<file path="src/rtl/led_sang_dan_pkg.sv">
// -----------------------------------------------------------------------------
// led_sang_dan_pkg
//   Shared types and default constants for the "LEDs light up one by one,
//   then all turn off" pattern generator.
//
//   Contents:
//     led_state_t      - FSM state encoding (S_FILL, S_HOLD, S_BLINK)
//     LED_WIDTH        - default number of LEDs
//     LED_TICK_DIV     - default clock cycles per pattern step
//     LED_HOLD_STEPS   - default number of steps all-ones stays visible
//     LED_BLINK_COUNT  - default number of off/on blink pairs
//     cnt_width()      - width of a counter that must reach a given value
// -----------------------------------------------------------------------------
package led_sang_dan_pkg;

   typedef enum logic [1:0] {
      S_FILL  = 2'd0,
      S_HOLD  = 2'd1,
      S_BLINK = 2'd2
   } led_state_t;

   localparam int LED_WIDTH       = 8;
   localparam int LED_TICK_DIV    = 1;
   localparam int LED_HOLD_STEPS  = 1;
   localparam int LED_BLINK_COUNT = 2;

   // Bits needed to hold values 0..max_val (at least one bit).
   function automatic int cnt_width(input int max_val);
      return (max_val < 1) ? 1 : $clog2(max_val + 1);
   endfunction

endpackage

</file>
<file path="src/rtl/led_step_tick.sv">
// -----------------------------------------------------------------------------
// led_step_tick
//   Step prescaler for the LED pattern FSM. A counter runs 0..DIV-1 and
//   wraps; tick is high during the cycle the counter holds DIV-1, so with
//   DIV = 1 tick is high every cycle.
//
//   Parameters:
//     DIV    - clock cycles per tick (>= 1)
//
//   Ports:
//     clk    in   1  system clock, rising edge
//     reset  in   1  synchronous, active-high; clears the counter
//     tick   out  1  one-cycle step strobe
// -----------------------------------------------------------------------------
module led_step_tick
   import led_sang_dan_pkg::*;
#(
   parameter int DIV = LED_TICK_DIV
) (
   input  logic clk,
   input  logic reset,
   output logic tick
);

   localparam int CW = cnt_width(DIV - 1);

   logic [CW-1:0] r_cnt = '0;
   logic          w_last;

   assign w_last = (r_cnt == CW'(DIV - 1));
   assign tick   = w_last;

   always_ff @(posedge clk) begin
      if (reset || w_last) begin
         r_cnt <= '0;
      end else begin
         r_cnt <= r_cnt + CW'(1);
      end
   end

endmodule

</file>
<file path="src/rtl/led_sang_dan_tat_het.sv">
// -----------------------------------------------------------------------------
// led_sang_dan_tat_het
//   Free-running LED pattern generator. The LED bank fills from the LSB
//   upward (0x01, 0x03, ... all-ones), holds all-ones for HOLD_STEPS steps,
//   clears to zero for one step and repeats forever.
//
//   Optional feature (macro LED_BLINK_EN):
//     After the hold, the bank blinks BLINK_COUNT off/on pairs before the
//     next fill starts. Without the macro there is no blink state or counter.
//
//   Parameters:
//     WIDTH        - number of LEDs (>= 2)
//     TICK_DIV     - clock cycles per pattern step (>= 1)
//     HOLD_STEPS   - steps all-ones stays visible (>= 1)
//     BLINK_COUNT  - off/on blink pairs, LED_BLINK_EN builds only (>= 1)
//
//   Ports:
//     clk    in   1      system clock, rising edge
//     reset  in   1      synchronous, active-high
//     out    out  WIDTH  LED drive, 1 = on, straight from a flop
// -----------------------------------------------------------------------------
module led_sang_dan_tat_het
   import led_sang_dan_pkg::*;
#(
   parameter int WIDTH       = LED_WIDTH,
   parameter int TICK_DIV    = LED_TICK_DIV,
   parameter int HOLD_STEPS  = LED_HOLD_STEPS,
   parameter int BLINK_COUNT = LED_BLINK_COUNT
) (
   input  logic             clk,
   input  logic             reset,
   output logic [WIDTH-1:0] out
);

   // Elaboration-time guard against out-of-range parameters.
   if (WIDTH < 2 || TICK_DIV < 1 || HOLD_STEPS < 1 || BLINK_COUNT < 1) begin : g_param_check
      $error("led_sang_dan_tat_het: illegal parameter value");
   end

   localparam int HOLD_W = cnt_width(HOLD_STEPS);

   // ---------------------------------------------------------------------
   // Step prescaler
   // ---------------------------------------------------------------------
   logic w_tick;

   led_step_tick #(
      .DIV (TICK_DIV)
   ) u_step_tick (
      .clk   (clk),
      .reset (reset),
      .tick  (w_tick)
   );

   // ---------------------------------------------------------------------
   // State registers (initial values match reset values so an unreset
   // device still produces the defined sequence)
   // ---------------------------------------------------------------------
   led_state_t        r_state    = S_FILL;
   logic [WIDTH-1:0]  r_out      = '0;
   logic [HOLD_W-1:0] r_hold_cnt = '0;

   led_state_t        w_state_nxt;
   logic [WIDTH-1:0]  w_out_nxt;
   logic [HOLD_W-1:0] w_hold_nxt;

`ifdef LED_BLINK_EN
   localparam int BLINK_W = cnt_width(2 * BLINK_COUNT);

   logic [BLINK_W-1:0] r_blink_cnt = '0;
   logic [BLINK_W-1:0] w_blink_nxt;
`endif

   assign out = r_out;

   always_ff @(posedge clk) begin
      if (reset) begin
         r_state    <= S_FILL;
         r_out      <= '0;
         r_hold_cnt <= '0;
`ifdef LED_BLINK_EN
         r_blink_cnt <= '0;
`endif
      end else begin
         r_state    <= w_state_nxt;
         r_out      <= w_out_nxt;
         r_hold_cnt <= w_hold_nxt;
`ifdef LED_BLINK_EN
         r_blink_cnt <= w_blink_nxt;
`endif
      end
   end

   // ---------------------------------------------------------------------
   // Next-state / next-output logic
   // ---------------------------------------------------------------------
   always_comb begin
      w_state_nxt = r_state;
      w_out_nxt   = r_out;
      w_hold_nxt  = r_hold_cnt;
`ifdef LED_BLINK_EN
      w_blink_nxt = r_blink_cnt;
`endif

      case (r_state)
         S_FILL: begin
            if (w_tick) begin
               w_out_nxt = {r_out[WIDTH-2:0], 1'b1};
               // The shifted value is all-ones exactly when the low bits
               // already are, so the hold decision needs no wide compare.
               if (&r_out[WIDTH-2:0]) begin
                  w_state_nxt = S_HOLD;
                  w_hold_nxt  = HOLD_W'(1);
               end
            end
         end

         S_HOLD: begin
            if (w_tick) begin
               if (r_hold_cnt == HOLD_W'(HOLD_STEPS)) begin
                  w_out_nxt  = '0;
                  w_hold_nxt = '0;
`ifdef LED_BLINK_EN
                  w_state_nxt = S_BLINK;
                  w_blink_nxt = BLINK_W'(1);
`else
                  w_state_nxt = S_FILL;
`endif
               end else begin
                  w_hold_nxt = r_hold_cnt + HOLD_W'(1);
               end
            end
         end

`ifdef LED_BLINK_EN
         S_BLINK: begin
            if (w_tick) begin
               if (r_blink_cnt == BLINK_W'(2 * BLINK_COUNT)) begin
                  w_out_nxt   = '0;
                  w_blink_nxt = '0;
                  w_state_nxt = S_FILL;
               end else begin
                  // out is always all-zeros or all-ones here.
                  w_out_nxt   = ~r_out;
                  w_blink_nxt = r_blink_cnt + BLINK_W'(1);
               end
            end
         end
`endif

         // Unused encodings (including S_BLINK when blinking is not built)
         // recover on the next clock, independent of the step tick.
         default: begin
            w_state_nxt = S_FILL;
            w_out_nxt   = '0;
            w_hold_nxt  = '0;
`ifdef LED_BLINK_EN
            w_blink_nxt = '0;
`endif
         end
      endcase
   end

endmodule

</file>
<file path="config.mk">
export PLATFORM = sky130hd
export DESIGN_NAME = led_sang_dan_tat_het
export DESIGN_NICKNAME = d
export VERILOG_FILES = /design/src/rtl/led_sang_dan_pkg.sv /design/src/rtl/led_step_tick.sv /design/src/rtl/led_sang_dan_tat_het.sv
export SDC_FILE = /design/constraint.sdc
export NUM_CORES = 1
export LEC_CHECK = 0
export ABC_AREA = 1
export CAP_MARGIN = 25
export CORE_AREA = 2 2 39 41
export CTS_CLUSTER_DIAMETER = 200
export DETAILED_ROUTE_END_ITERATION = 8
export DIE_AREA = 0 0 41 43
export PLACE_DENSITY = 0.61
export SYNTH_ARGS = -nofsm -noshare
export SYNTH_HDL_FRONTEND = slang
export SYNTH_SLANG_ARGS = --single-unit
</file>
<file path="constraint.sdc">
create_clock -name clk -period 0.8 [get_ports clk]
set_input_delay 0.16 -clock clk [delete_from_list [all_inputs] [get_ports clk]]
set_output_delay 0.16 -clock clk [all_outputs]
set_load 0.01 [all_outputs]
</file>
; ---- After elaboration in Yosys (flattened, before gate mapping)
; Index checks and enable logic that the tools add are counted.
; Widths: inputs -> output; s select.
[op_classes]
addsub = 2
n_eq_ne = 5
n_mux = 14
bitwise = 1
n_reduce_logical = 6
[ops]
columns = cell, n
row1 = $mux 8, 3
row2 = $pmux 8 s2, 1
row3 = $mux 2, 4
row4 = $ne 2x2->1 const B, 4
row5 = $reduce_and 7->1, 1
row6 = $reduce_and 3->1, 2
row7 = $mux 1, 4
row8 = $pmux 2 s2, 1
row9 = $reduce_and 4->1, 1
row10 = $add 1x1->1 const B, 2
row11 = $eq 2x1->1 const B, 1
row12 = $logic_not 2->1, 1
row13 = $pmux 1 s2, 1
row14 = $logic_or 1x1->1, 1
row15 = $not 1->1, 1
[totals]
register_bits = 12
inputBits = 2
output_inout_bits = 8

; ---- Depth between registers and ports, before layout
; Gate-level depths: netlist of the first run.
[logic_depth]
depth_word = 4
mapped_depth = 7
mapped_depth_nobuf = 7

; ---- Hierarchy
; From an unflattened synthesis of the first run, not the netlist that was laid out.
[unflattened]
cells_unflattened = 62
area_unflattened_um2 = 459.2
[by_module_without_submodules]
columns = mod, n_inst, cells_per_inst, area_per_inst_um2
row1 = led_sang_dan_tat_het, 1, 59, 431.7
row2 = led_step_tick, 1, 3, 27.5

; ---- Worst setup path after synthesis of the first run
; OpenSTA, ideal clock, no wires.
[synth_path]
kind = register to register
start = register r_hold_cnt
end = register r_state[0]
arrival_time_ps = 763
required_time_ps = 683
setup_slack_ps = -80
path_stages_with_launch = 8
period_less_slack_ps = 880
path_cell_list = dfxtp_1 -> inv_1 -> nand2_2 -> nand2_4 -> inv_4 -> nor2_2 -> nor2_1 -> nor2_1
[synth_between]
elab_chain_len = 2
[synth_rtl]
columns = element, line_no
row1 = "start, declared", led_sang_dan_tat_het.sv:61  ; logic [HOLD_W-1:0] r_hold_cnt = '0;
row2 = "start signal, assigned", led_sang_dan_tat_het.sv:87  ; r_hold_cnt <= w_hold_nxt;
row3 = $ne 2x2->1 (no source line), -
row4 = $reduce_and 4->1 (no source line), -
row5 = "end signal, assigned", led_sang_dan_tat_het.sv:85  ; r_state <= w_state_nxt;
row6 = "end, declared", led_sang_dan_tat_het.sv:59  ; led_state_t r_state = S_FILL;
; No other way between the ends.
; A chain may end at the register's enable or synchronous reset.

; ---- Worst setup path after layout of the first run
[layout_path]
start = register r_out[0] (netlist: out[0])
end = register r_state[0]
[layout_between]
elab_chain_len = 3
[layout_rtl]
columns = element, line_no
row1 = "start, declared", led_sang_dan_tat_het.sv:60  ; logic [WIDTH-1:0] r_out = '0;
row2 = "start signal, assigned", led_sang_dan_tat_het.sv:86  ; r_out <= w_out_nxt;
row3 = $reduce_and 7->1, led_sang_dan_tat_het.sv:111  ; if (&r_out[WIDTH-2:0]) begin
row4 = $ne 2x2->1 (no source line), -
row5 = $reduce_and 4->1 (no source line), -
; No other way between the ends.

==> impl_metrics.py, run 1 <==
metrics = {
    "finish": {
        "final-instance-count-excl-fill": 111,
        "postLayoutCoreUtil": 0.686,
        "area_overhead_of_the_layout_relative_to_synthesis_pct": 115,
        "final_layout_size_suffix_gt1_frac": 0.832,
        "antenna-diode-count": 0,
        "layout.nets": 98,
    },
    "cts": {
        "htreeDepth": 1,
        "clock_tree_from_tritoncts": "built",
        "clkSinkCount": 11,
        "clock_path_buffers": 2,
        "cts.clk_slew.worst_paths_ns": 0.07,
        "cts_hold_buf": 0,
        "cts_root_buf": "sky130_fd_sc_hd__clkbuf_4",
        "clock_insertion_delay_worst_skew_ns": 0.26,
        "cts_made_buffers": 3,
    },
    "pwr": {
        "leakagePower_nw": 0.383,
        "vdd_ir_drop_max_uv": 775,
        "power_per_cell_area_nw_per_um2": 1140,
    },
    "placement": {
        "dp_hpwl_um": 703,
        "dp_cells": 98,
        "buffer_ports.inserted": 9,
        "gp_routability_congestion": 0.778,
    },
    "outcome": {
        "violations": "setup timing",
        "status": "finished, violations left",
    },
    "global_route": {
        "grt-ovfl-total": 0,
        "grt_use_met1": 0.181,
        "global_route.peak_usage_layer": "met2",
        "via_count_of_the_first_global_routing_pass": 462,
        "pin_count_of_the_biggest_net_entering_global_routing": 9,
        "gr-usage-met2": 0.241,
        "grt.met3_usage": 0.0471,
        "gr-usage-all-layers": 0.158,
        "grt_first_pass_wirelength_um": 1830,
        "antenna_found_initial": 0,
    },
    "logic_synthesis": {
        "synth_commonest_cells": "12 x sky130_fd_sc_hd__nand2_1, 11 x sky130_fd_sc_hd__dfxtp_1, 10 x sky130_fd_sc_hd__a21oi_1",
        "synth_async_sr_flop_share": 0,
        "syn-instance-count": 58,
        "yosysWarnings": 0,
        "synth_area_sq_um": 442,
        "synthesis.nets": 60,
        "synthDominantAreaCellType": "sky130_fd_sc_hd__dfxtp_1",
        "seq_cells_post_synth": 11,
        "synth.most_common_cell": "sky130_fd_sc_hd__nand2_1",
        "netlist-cell-type-count": 14,
        "synth.top_cell.area_share": 0.499,
        "post_synth.cell_area_avg_sq_um": 7.62,
        "synth_enable_flop_cells": 0,
        "top_post_synthesis_cells_by_area": "sky130_fd_sc_hd__dfxtp_1 50%, sky130_fd_sc_hd__a21oi_1 11%, sky130_fd_sc_hd__nand3_1 10%",
        "ys_seq_area_frac": 0.499,
        "yosys_most_used_dff": "sky130_fd_sc_hd__dfxtp_1",
    },
    "setup_path": {
        "cp_slowest_stage_delay_ns": 0.34,
        "cell_occurring_most_often_along_the_worst_timing_path": "sky130_fd_sc_hd__nor2_1",
        "worst-setup-path-type": "flip-flop to flip-flop",
        "worst-path-buf-inv": 1,
        "worst_ep_arrival_time_ns": 1.17,
        "critical_path.startpoint_type": "flip-flop",
        "cp_data_required_time_ns": 1.00,
        "timing.critical_path.max_delay_family": "simple AND/OR/NAND/NOR gates",
        "crit_chain": "buf_6, nand2_2, nor2_4, nand2_1, nor2_1, nor2_1, nor2_1",
        "slowest_stage": "sky130_fd_sc_hd__dfxtp_2",
        "cp_max_fo": 2,
        "critPathCaptureType": "flip-flop",
    },
    "timing": {
        "timing_max_transition_violations_final": 0,
        "clock-skew-final_ns": 0.00140,
        "rsz0062_at_grt": "true",
        "layout_setup_ws_ns": -0.167,
        "achievable-frequency_mhz": 1030,
        "finalCritPeriodShare": 1.21,
        "timing.hold.ws_ns": 0.571,
        "finalSetupTns_ns": -1.52,
        "finalWorstPathRequiredPeriod_ns": 0.967,
        "hold_violations": 0,
        "setup_viol": 18,
    },
    "floorplan": {
        "die_height_um": 43,
        "die_area_sq_um": 1760,
        "core_area_sq_um": 1380,
        "dieWidth_um": 41,
        "starting_density": 0.319,
        "design.portCount": 10,
        "rows": 14,
    },
    "routing": {
        "wl_per_cell_um": 12.6,
        "drt-vias-per-instance": 4.71,
        "route.vias.total": 523,
        "count_of_tritonroute_iterations_in_the_first_routing_pass": 4,
        "drt_drc_violations_left": 0,
        "first_iter_violations": 9,
        "wirelength_um": 1400,
        "postRouteAntennaNets": 0,
    },
    "worst_hold_path": {
        "min-delay-path-class": "flip-flop to flip-flop",
    },
    "flow_run": {
        "maxCapViolations": 0,
    },
}
[timing repair]
action / CTS / global route
setup endpoints to repair: 18 / 18
gates cloned: 1 / 0
gates resized for setup: 56 / 29
pin swaps: 9 / 10
setup buffers: 4 / 4
hold endpoints to repair: 0 / 0
[final timing paths]
path                                        start         end  depth (start not counted)  slack [ns]
worst max-delay path                       out[0]  r_state[0]                          7       -0.17
worst min register to register  u_step_tick.r_cnt      out[0]                          3        0.57
worst min-delay path            u_step_tick.r_cnt      out[0]                          3        0.57
worst max register to register             out[0]  r_state[0]                          7       -0.17
[layout by cell type, fill, tap and decap left out]
| cell | instances |
|---|---|
| sky130_fd_sc_hd__nor2_2 | 1 |
| sky130_fd_sc_hd__nor2_1 | 3 |
| sky130_fd_sc_hd__nand2_2 | 4 |
| sky130_fd_sc_hd__nand2_4 | 3 |
| sky130_fd_sc_hd__inv_4 | 2 |
| sky130_fd_sc_hd__clkinv_8 | 1 |
| sky130_fd_sc_hd__conb_1 | 1 |
| sky130_fd_sc_hd__a21oi_1 | 3 |
| sky130_fd_sc_hd__buf_4 | 14 |
| sky130_fd_sc_hd__nand2_8 | 1 |
| sky130_fd_sc_hd__clkbuf_4 | 3 |
| sky130_fd_sc_hd__nand2_1 | 7 |
| sky130_fd_sc_hd__a31o_4 | 1 |
| sky130_fd_sc_hd__dfxtp_2 | 11 |
| sky130_fd_sc_hd__nor2_4 | 2 |
| sky130_fd_sc_hd__inv_2 | 2 |
| sky130_fd_sc_hd__buf_6 | 14 |
| sky130_fd_sc_hd__nand3_2 | 8 |
| sky130_fd_sc_hd__clkdlybuf4s50_1 | 1 |
| sky130_fd_sc_hd__nand3_4 | 1 |
| sky130_fd_sc_hd__buf_2 | 4 |
| sky130_fd_sc_hd__a21oi_2 | 7 |
| sky130_fd_sc_hd__clkbuf_1 | 1 |
[worst min-delay path, delay by kind of cell (launching register included)]
kind	cells	cell delay (ns)
AO/OA/AOI/OAI	1	0.05
buffers and inverters	1	0.06
flip-flops	1	0.34
AND/OR/NAND/NOR	1	0.09
[through the flow]
step	worst slack, ns	power [mW]	area, sq um
finish	-0.167	1.09	950
global route	-0.223	1.14	950
CTS	-0.166	1.07	792
detailed placement	-0.230	0.667	678
global placement	-0.240	0.667	678
floorplan	-0.0481	0.620	453
[report_power, final]
part	switching (mW)	internal [mW]
Clock	0.175	0.193
Sequential	0.00746	0.559
Combinational	0.0761	0.0763
[sequential cells by signal, indices dropped and copies added (netlist names)]
register,flops
r_hold_cnt,1
r_state,1
u_step_tick.r_cnt,1
out,8
[layer usage]
metal / vias up / share of wire / routed length [um]
met5: - / 0 / 0
met3: 2 / 0.046 / 64
li1: 264 / - / -
met1: 243 / 0.45 / 625
met4: 0 / 0.0079 / 11
met2: 14 / 0.50 / 698
[cell type report]
type | instances | area, sq um
Inverter | 5 | 36.3
Clock buffer | 4 | 26.3
Multi-Input combinational cell | 42 | 340
Tap cell | 16 | 20.0
Sequential cell | 11 | 234
Timing Repair Buffer | 33 | 293
Fill cell | 97 | 434
[cells by family after synthesis]
group / Yosys count / synth area share
flip-flops: 11 / 0.499
AO/OA/AOI/OAI: 11 / 0.133
buffers and inverters: 6 / 0.0595
AND/OR/NAND/NOR: 29 / 0.300
other: 1 / 0.00849
Power figures use the tool's default switching activity.
==> inputs of run 2 (changes only) <==
--- a/config.mk
+++ b/config.mk
@@ -11,7 +11,7 @@
 export CTS_CLUSTER_DIAMETER = 200
 export DETAILED_ROUTE_END_ITERATION = 8
 export DIE_AREA = 0 0 41 43
-export PLACE_DENSITY = 0.61
+export PLACE_DENSITY = 0.59
 export SYNTH_ARGS = -nofsm -noshare
 export SYNTH_HDL_FRONTEND = slang
 export SYNTH_SLANG_ARGS = --single-unit
==> constraint.sdc (replaced) <==
create_clock -name clk -period 1.25 [get_ports clk]
set_input_delay 0.25 -clock clk [delete_from_list [all_inputs] [get_ports clk]]
set_output_delay 0.25 -clock clk [all_outputs]
set_load 0.01 [all_outputs]
==> run 2 against run 1 <==
Effect of this change: the flow now finishes without violations; combinational power decreased by 67%; largest power group unchanged; sequential power decreased by 37%; sequential cell count unchanged; clock-buffer cell count unchanged; routed wire length decreased by 42%.
==> impl_metrics.py, run 2 (same netlist as run 1, synthesis figures left out) <==
metrics = {
    "pwr": {
        "leakagePower_nw": 0.261,
        "power_per_cell_area_nw_per_um2": 1040,
        "totalPowerFinal_mw": 0.643,
        "vdd_ir_drop_max_uv": 711,
    },
    "global_route": {
        "antenna_found_initial": 0,
        "gr-usage-all-layers": 0.119,
        "grt-ovfl-total": 0,
        "pin_count_of_the_biggest_net_entering_global_routing": 10,
        "grt_first_pass_wirelength_um": 1320,
        "via_count_of_the_first_global_routing_pass": 335,
    },
    "timing": {
        "timing_max_transition_violations_final": 0,
        "hold_violations": 0,
        "timing.hold.ws_ns": 0.457,
        "clock-skew-final_ns": 0.00516,
        "finalWorstPathRequiredPeriod_ns": 1.16,
        "finalSetupTns_ns": 0,
        "rsz0062_at_grt": "false",
        "finalCritPeriodShare": 0.930,
        "achievable-frequency_mhz": 860,
        "setup_viol": 0,
    },
    "routing": {
        "postRouteAntennaNets": 0,
        "wirelength_um": 818,
        "drt-vias-per-instance": 4.49,
        "first_iter_violations": 4,
        "drt_drc_violations_left": 0,
        "wl_per_cell_um": 8.80,
        "count_of_tritonroute_iterations_in_the_first_routing_pass": 4,
        "route.vias.total": 418,
    },
    "cts": {
        "cts_hold_buf": 0,
        "clock_tree_from_tritoncts": "built",
        "cts.clk_slew.worst_paths_ns": 0.07,
        "cts_resized": 8,
        "clock_path_buffers": 2,
        "cts_made_buffers": 3,
        "cts_root_buf": "sky130_fd_sc_hd__clkbuf_4",
        "htreeDepth": 1,
        "clock_insertion_delay_worst_skew_ns": 0.26,
        "post_cts_buffers": 0,
        "clkSinkCount": 11,
    },
    "setup_path": {
        "worst-path-buf-inv": 1,
        "worst_ep_arrival_time_ns": 0.91,
        "critical_path.startpoint_type": "flip-flop",
        "cp_data_required_time_ns": 1.00,
        "slowest_stage": "sky130_fd_sc_hd__dfxtp_1",
        "crit_chain": "dlygate4sd2_1",
        "cp_max_fo": 4,
        "worst-setup-path-type": "flip-flop to primary output",
        "critPathCaptureType": "primary output",
        "cp_slowest_stage_delay_ns": 0.37,
        "timing.critical_path.max_delay_family": "flip-flops",
    },
    "finish": {
        "layout.nets": 80,
        "final_layout_size_suffix_gt1_frac": 0.208,
        "final-instance-count-excl-fill": 93,
        "area_overhead_of_the_layout_relative_to_synthesis_pct": 39.4,
        "layout.filler_cells": 140,
        "mostFrequentLayoutCells": "12 x sky130_fd_sc_hd__nand2_1, 11 x sky130_fd_sc_hd__dfxtp_1, 10 x sky130_fd_sc_hd__a21oi_1",
        "postLayoutCoreUtil": 0.445,
        "largest_reg_flops": 8,
        "antenna-diode-count": 0,
        "most_common_library_cell_in_the_layout_ignoring_fill_and_taps": "sky130_fd_sc_hd__nand2_1",
    },
    "floorplan": {
        "core_area_sq_um": 1380,
        "starting_density": 0.319,
        "design.portCount": 10,
        "die_height_um": 43,
        "rows": 14,
        "die_area_sq_um": 1760,
        "dieWidth_um": 41,
    },
    "placement": {
        "dp_cells": 89,
        "dp_hpwl_um": 596,
        "gp_routability_congestion": 0.741,
        "buffer_ports.inserted": 9,
    },
    "flow_run": {
        "maxCapViolations": 0,
    },
    "worst_hold_path": {
        "min-delay-path-class": "flip-flop to flip-flop",
    },
    "outcome": {
        "status": "complete, no violations",
    },
}
## run 2: final cells by class
class	instances	area, sq um	area share
sequential	11	220	0.358
inverter	5	21.3	0.0346
timing repair buffer	16	133	0.215
multi-input combinational	41	195	0.317
clock buffer	4	26.3	0.0427
tap	16	20.0	0.0325
## run 2: final timing paths
path                                  from         end  slack [ns]  cells past startpoint
worst min register to register      out[7]      out[7]        0.46                      2
worst max register to register  r_state[0]  r_state[0]        0.29                      6
worst min-delay path                out[7]      out[7]        0.46                      2
worst max-delay path                out[1]      out[1]        0.09                      1
## run 2: layer usage
| metal | share of wire | track usage |
|---|---|---|
| met4 | 0.042 | 0.120 |
| met1 | 0.51 | 0.142 |
| met3 | 0.056 | 0.0471 |
| met2 | 0.39 | 0.147 |
| met5 | 0 | 0 |
## run 2: power by group
part	internal (mW)	switching, mW	leakage, nW	total, mW
clock	0.123	0.110	0.0150	0.233
sequential	0.357	0.00309	0.0894	0.360
combinational	0.0228	0.0269	0.157	0.0497
## run 2: metrics by stage
step	setup slack (ns)	instance area, sq um
3_5_place_dp	0.0976	599
5_1_grt	0.0141	616
4_1_cts	0.0734	616
2_1_floorplan	0.370	442
3_3_place_gp	0.116	599
6_report	0.0870	616
## run 2: worst reg2reg max path: stages, from the launching register on
cell,delay (ns)
sky130_fd_sc_hd__dfxtp_1,0.41
sky130_fd_sc_hd__nand2_2,0.10
sky130_fd_sc_hd__nand2_4,0.12
sky130_fd_sc_hd__inv_4,0.07
sky130_fd_sc_hd__nor2_2,0.07
sky130_fd_sc_hd__nor2_1,0.05
sky130_fd_sc_hd__nor2_1,0.08
